--- config.mk ---
export PLATFORM = sky130hd
export DESIGN_NAME = serial_mag_cmp
export DESIGN_NICKNAME = d
export VERILOG_FILES = /design/src/rtl/serial_mag_cmp.sv
export SDC_FILE = /design/constraint.sdc
export NUM_CORES = 1
export LEC_CHECK = 0
export ABC_AREA = 1
export CORE_ASPECT_RATIO = 1.4
export CORE_MARGIN = 5
export CORE_UTILIZATION = 54
export CTS_BUF_LIST = sky130_fd_sc_hd__clkbuf_16
export CTS_CLUSTER_DIAMETER = 100
export CTS_CLUSTER_SIZE = 16
export DETAILED_ROUTE_END_ITERATION = 6
export PLACE_DENSITY_LB_ADDON = 0.1
export SYNTH_ARGS = -nofsm -noshare
export SYNTH_HDL_FRONTEND = slang
export SYNTH_SLANG_ARGS = --single-unit
--- constraint.sdc ---
create_clock -name clk -period 2.3 [get_ports clk]
set_input_delay 0.345 -clock clk [delete_from_list [all_inputs] [get_ports clk]]
set_output_delay 0.345 -clock clk [all_outputs]
set_load 0.005 [all_outputs]
--- src/rtl/serial_mag_cmp.sv ---
// serial_mag_cmp: bit-serial unsigned magnitude comparator.
// The operands are captured when start is accepted, then walked MSB-first at one
// bit pair per clock through a 1-bit equality function. The first differing bit
// pair decides the ordering, and the result is reported as eq/gt/lt with a done pulse.
// Optional build macro SERIAL_CMP_EARLY_EXIT_EN: when defined, the walk stops at
// the first differing bit instead of always taking W cycles.
module serial_mag_cmp #(
    parameter int W = 8
) (
    input  logic         clk,
    input  logic         reset,
    input  logic         start,
    input  logic [W-1:0] a,
    input  logic [W-1:0] b,
    output logic         busy,
    output logic         done,
    output logic         eq,
    output logic         gt,
    output logic         lt
);

    localparam int CW = (W > 1) ? $clog2(W) : 1;
    localparam logic [CW-1:0] CNT_LAST = CW'(W - 1);

    typedef enum logic [1:0] {
        S_IDLE  = 2'd0,
        S_SHIFT = 2'd1,
        S_DONE  = 2'd2
    } state_t;

    state_t        state_q, state_d;
    logic [W-1:0]  a_q, a_d;
    logic [W-1:0]  b_q, b_d;
    logic [CW-1:0] cnt_q, cnt_d;
    logic          acc_eq_q, acc_eq_d;
    logic          acc_gt_q, acc_gt_d;
    logic          eq_q, eq_d;
    logic          gt_q, gt_d;
    logic          lt_q, lt_d;

    logic          abit;
    logic          bbit;
    logic          bit_same;
    logic          first_diff;
    logic          shift_exit;

    // 1-bit equality cell, iterated in time rather than replicated W times.
    function automatic logic eq_bit(input logic x, input logic y);
        return (x & y) | (~x & ~y);
    endfunction

    assign abit       = a_q[W-1];
    assign bbit       = b_q[W-1];
    assign bit_same   = eq_bit(abit, bbit);
    // Only the first mismatch counts; once acc_eq drops the decision is frozen.
    assign first_diff = acc_eq_q & ~bit_same;

`ifdef SERIAL_CMP_EARLY_EXIT_EN
    // Stop as soon as the ordering is known; equal operands still walk all W bits.
    assign shift_exit = (cnt_q == '0) | first_diff;
`else
    // Constant latency: always walk all W bits.
    assign shift_exit = (cnt_q == '0);
`endif

    // Next-state, datapath and result logic.
    always_comb begin
        state_d  = state_q;
        a_d      = a_q;
        b_d      = b_q;
        cnt_d    = cnt_q;
        acc_eq_d = acc_eq_q;
        acc_gt_d = acc_gt_q;
        eq_d     = eq_q;
        gt_d     = gt_q;
        lt_d     = lt_q;

        case (state_q)
            S_IDLE: begin
                if (start) begin
                    state_d  = S_SHIFT;
                    a_d      = a;
                    b_d      = b;
                    cnt_d    = CNT_LAST;
                    acc_eq_d = 1'b1;
                    acc_gt_d = 1'b0;
                end
            end

            S_SHIFT: begin
                if (first_diff) begin
                    acc_eq_d = 1'b0;
                    // abit=1, bbit=0 at the first difference means A > B.
                    acc_gt_d = abit;
                end
                a_d   = {a_q[W-2:0], 1'b0};
                b_d   = {b_q[W-2:0], 1'b0};
                cnt_d = (cnt_q == '0) ? cnt_q : cnt_q - 1'b1;

                if (shift_exit) begin
                    state_d = S_DONE;
                    // Results are loaded on the edge into DONE so that they are
                    // already valid in the cycle done is high.
                    eq_d    = acc_eq_d;
                    gt_d    = ~acc_eq_d & acc_gt_d;
                    lt_d    = ~acc_eq_d & ~acc_gt_d;
                end
            end

            S_DONE: begin
                state_d = S_IDLE;
            end

            default: begin
                state_d = S_IDLE;
            end
        endcase
    end

    // State and datapath registers; reset abandons any compare in progress.
    always_ff @(posedge clk) begin
        if (reset) begin
            state_q  <= S_IDLE;
            a_q      <= '0;
            b_q      <= '0;
            cnt_q    <= '0;
            acc_eq_q <= 1'b0;
            acc_gt_q <= 1'b0;
            eq_q     <= 1'b0;
            gt_q     <= 1'b0;
            lt_q     <= 1'b0;
        end else begin
            state_q  <= state_d;
            a_q      <= a_d;
            b_q      <= b_d;
            cnt_q    <= cnt_d;
            acc_eq_q <= acc_eq_d;
            acc_gt_q <= acc_gt_d;
            eq_q     <= eq_d;
            gt_q     <= gt_d;
            lt_q     <= lt_d;
        end
    end

    assign busy = (state_q == S_SHIFT);
    assign done = (state_q == S_DONE);
    assign eq   = eq_q;
    assign gt   = gt_q;
    assign lt   = lt_q;

endmodule

# Word level (Yosys, flattened, before mapping)
# Cells that the tools add are included.
# W data, S select, Z words.
[op_classes]
n_addsub = 1
eq_ne = 5
muxes = 18
bitwise_logic = 11
reduce_logical = 7
[ops]
columns = ["cell", "n"]
rows = [
  ["$pmux W8 S2", 2],
  ["$mux W8", 2],
  ["$mux W1", 6],
  ["$mux W3", 2],
  ["$pmux W3 S2", 1],
  ["$reduce_and A2 Y1", 3],
  ["$and A1 B1 Y1", 5],
  ["$not A1 Y1", 5],
  ["$mux W2", 2],
  ["$ne A2 B2 Y1 const B", 2],
  ["$pmux W1 S2", 2],
  ["$pmux W2 S2", 1],
  ["$logic_not A3 Y1", 1],
  ["$reduce_and A3 Y1", 1],
  ["$sub A3 B1 Y3 const B", 1],
  ["$eq A2 B1 Y1 const B", 1],
  ["$eq A2 B2 Y1 const B", 1],
  ["$logic_not A2 Y1", 1],
  ["$ne A2 B1 Y1 const B", 1],
  ["$reduce_bool A2 Y1", 1],
  ["$or A1 B1 Y1", 1],
]
[word_totals]
regBits = 26
input_bits = 19
out_inout_bits = 5

# Longest topological paths before layout
[logic_depth]
ltp_word = 9
mapped_depth = 8
mapped_depth_nobuf = 8

# Worst setup path after synthesis
# OpenSTA, ideal clock, no wires.
[synth_timing]
path_kind = "register to output"
startpoint = "register state_q[0]"
endpoint = "output port busy"
arrival_time_ns = 0.742
setup_slack_ns = 1.213
path_stages_with_launch = 4
path_buffers = 1
cell_sequence = "dfxtp_1 > inv_2 > nor2_4 > buf_4"
[synth_between]
elab_chain_len = 1
[synth_rtl]
columns = ["element", "line_no", "rtl"]
rows = [
  ["start: declaration", "31", "state_t state_q, state_d;"],
  ["start signal: assignment", "133", "state_q <= state_d;"],
  ["$eq A2 B1 Y1", "145", "assign busy = (state_q == S_SHIFT);"],
  ["end: declaration", "15", "output logic busy,"],
]
# No other way between the ends.

# Worst setup path in the final report
[layout_timing]
startpoint = "register state_q[1]"
endpoint = "output port done"
[layout_between]
elab_chain_len = 1
[layout_rtl]
columns = ["element", "line_no", "rtl"]
rows = [
  ["$eq A2 B2 Y1", "146", "assign done = (state_q == S_DONE);"],
  ["end: declaration", "16", "output logic done,"],
]
# No other way between the ends.

==> results.sh <==
export IMPL_status="finished clean"
export IMPL_clk_latency_ps=260
export IMPL_ctsHtreeMaxLevel=1
export IMPL_period_needed_ps=1680
export IMPL_skew_ps=2.56
export IMPL_required_ps=1960
export IMPL_start_kind="flop"
export IMPL_initial_core_util_pct=56.2
export IMPL_drc_errors=0
export IMPL_numCtsBuffers=3
export IMPL_grt_util_met2_pct=30.7
export IMPL_nFillCells=204
export IMPL_mostFrequentLayoutCell="nand2_1"
export IMPL_synth_net_count=205
export IMPL_irDropWorstVdd_uv=700
export IMPL_wire_per_inst_um=11.1
export IMPL_hold_buffers=0
export IMPL_vias=1173
export IMPL_yosysUniqueCellTypes=19
export IMPL_met3_usage_pct=2.26
export IMPL_coreArea_sq_um=2150
export IMPL_relSlewSlack_pct=70.4
export IMPL_worst_r2r_cell_count=6
export IMPL_drtPass1Iterations=4
export IMPL_holdCritStartpoint="cnt_q[0]"
export IMPL_routed_via_density=5.14
export IMPL_grt_pass1_wl_um=4570
export IMPL_dp_hpwl_um=1820
export IMPL_ff2ff_setup_slack_ps=730
export IMPL_die_w_um=50.0
export IMPL_ios=24
export IMPL_critPathKind="reg -> out"
export IMPL_rows=20
export IMPL_grt_ovfl_total=0
export IMPL_cts_root_buf="clkbuf_16"
export IMPL_synth_seq_cells=26
export IMPL_max_cap_violations=0
export IMPL_antennaDiodeCount=0
export IMPL_place_ws_ps=610
export IMPL_slew_violations=0
export IMPL_r2r_end="acc_gt_q"
export IMPL_port_buffer_count=23
export IMPL_fin_ws_ps=624
export IMPL_clkSinkCount=26
export IMPL_hold_violations=0
export IMPL_clock_path_buffers=2
export IMPL_cts_resized=0
export IMPL_grt_max_degree=19
export IMPL_reg2reg_from="state_q[1]"
export IMPL_yosysTopAreaCell="dfxtp_1"
export IMPL_nets=228
export IMPL_dieHeight_um=66.0
export IMPL_grt_pass1_vias=1130
export IMPL_routed_wl_um=2540
export IMPL_syn_area_sq_um=1210
export IMPL_grt_usage_pct=16.9
export IMPL_syn_area_per_cell_sq_um=6.57
export IMPL_place_congestion=0.786
export IMPL_fmax_mhz=597
export IMPL_final_cell_mix="nand2_1 (61), nor2_1 (35), dfxtp_1 (26)"
export IMPL_ant_nets=0
export IMPL_finalSetupViolations=0
export IMPL_crit_path_max_fanout=3
export IMPL_dr_first_iter_drc_count=34
export IMPL_drive_gt1_share_pct=5.83
export IMPL_rsz0062_at_grt="no"
export IMPL_power_per_cell_area_nw_per_um2=833
export IMPL_yosysTopAreaCellShare_pct=43.1
export IMPL_synth_area_leaders="dfxtp_1 (43%), nand2_1 (19%), nor2_1 (11%), o21ai_0 (7.0%), inv_1 (4.0%)"
export IMPL_areaGrowthSynthToFinish_pct=27.5
export IMPL_fp_dieArea_sq_um=3300
export IMPL_ys_warn_count=0
export IMPL_power_leakage_nw=0.710
export IMPL_hp_class="reg -> reg"
export IMPL_busiest_layer="met2"
export IMPL_hold_path_depth=1
export IMPL_tightest_slew_ps=444
export IMPL_holdPathEnd="cnt_q[0]"
export IMPL_cts_tree="yes"
export IMPL_setup_tns_final_ps=0
export IMPL_synth_seq_area_share_pct=43.1
export IMPL_end_kind="output port"
export IMPL_grt_use_met1_pct=19.7
export IMPL_cts_setup_buffers=0
export IMPL_final_period_utilization_pct=72.9
export IMPL_crit_arrival_ps=1330
export IMPL_synthCells=184
export IMPL_cts_clk_slew_worst_paths_ps=60
export IMPL_antenna_found_initial=0
layout make-up:
| class | instances | area, sq um | area share, % |
|---|---|---|---|
| Clock buffer | 3 | 75.1 | 4.87 |
| Clock inverter | 1 | 30.0 | 1.95 |
| Inverter | 16 | 60.1 | 3.90 |
| Multi-Input combinational cell | 136 | 591 | 38.3 |
| Sequential cell | 26 | 520 | 33.8 |
| Tap cell | 22 | 27.5 | 1.79 |
| Timing Repair Buffer | 24 | 238 | 15.4 |
synthesized netlist by cell type:
library cell,number
o21ai_0,17
buf_6,1
dfxtp_1,26
inv_1,13
inv_2,3
nand2_2,2
a21oi_1,9
clkbuf_1,1
nor2_1,35
buf_4,1
clkbuf_2,1
o21ai_1,1
ha_1,2
mux2i_1,1
nor2_4,1
nand3_1,6
nand2_1,61
buf_2,2
nor2_2,1
power by group:
| part | total, W | leakage (nW) | switching (W) | internal (W) |
|---|---|---|---|---|
| combinational | 0.000252 | 0.444 | 0.000147 | 0.000105 |
| sequential | 0.000538 | 0.215 | 0.0000332 | 0.000505 |
| clock | 0.000494 | 0.0511 | 0.000148 | 0.000346 |
| total | 0.00128 | 0.710 | 0.000328 | 0.000956 |
through the flow:
stage / hold WS [ps] / utilization (%) / power, W / cells / instance area, sq um
after global placement: 446 / 66.7 / 0.000791 / 224 / 1440
final: 458 / 71.6 / 0.00128 / 228 / 1540
after detailed placement: 445 / 66.7 / 0.000800 / 224 / 1440
after floorplan: 422 / - / 0.000720 / 184 / 1210
after global routing: 497 / 71.6 / 0.00136 / 228 / 1540
after CTS: 458 / 71.6 / 0.00130 / 228 / 1540
per-layer routing:
metal	up-vias	routed length [um]
met1	536	1130
met2	22	1290
li1	611	-
met5	-	0
met3	4	89
met4	0	36
worst max-delay path: stages, from the launching register on:
cell and delay (ps):
dfxtp_1 400, inv_2 70, nor2_1 100, clkdlybuf4s50_1 510
cell families (layout without fill, tap and decap cells):
kind of cell | Yosys count | in the layout | synth area share (%)
simple gates | 106 | 106 | 34.8
buf+inv | 22 | 44 | 8.07
fa+ha+maj | 2 | 2 | 2.07
mux | 1 | 1 | 0.828
flops | 26 | 26 | 43.1
compound gates | 27 | 27 | 11.2
registers in the layout, summed over array words and instances (netlist names):
register,flops
lt,1
cnt_q,3
acc_gt_q,1
acc_eq_q,1
eq,1
state_q,2
gt,1
a_q,8
b_q,8
how the worst max path moves through the flow:
stage	from	end	cells after the start
final	state_q[1]	done	3
after global routing	state_q[1]	b_q[0]	6
after CTS	state_q[1]	done	3
after detailed placement	start	b_q[3]	6
after global placement	start	a_q[5]	6
after floorplan	state_q[0]	busy	3
No activity file was read; power rests on OpenSTA's default activity.
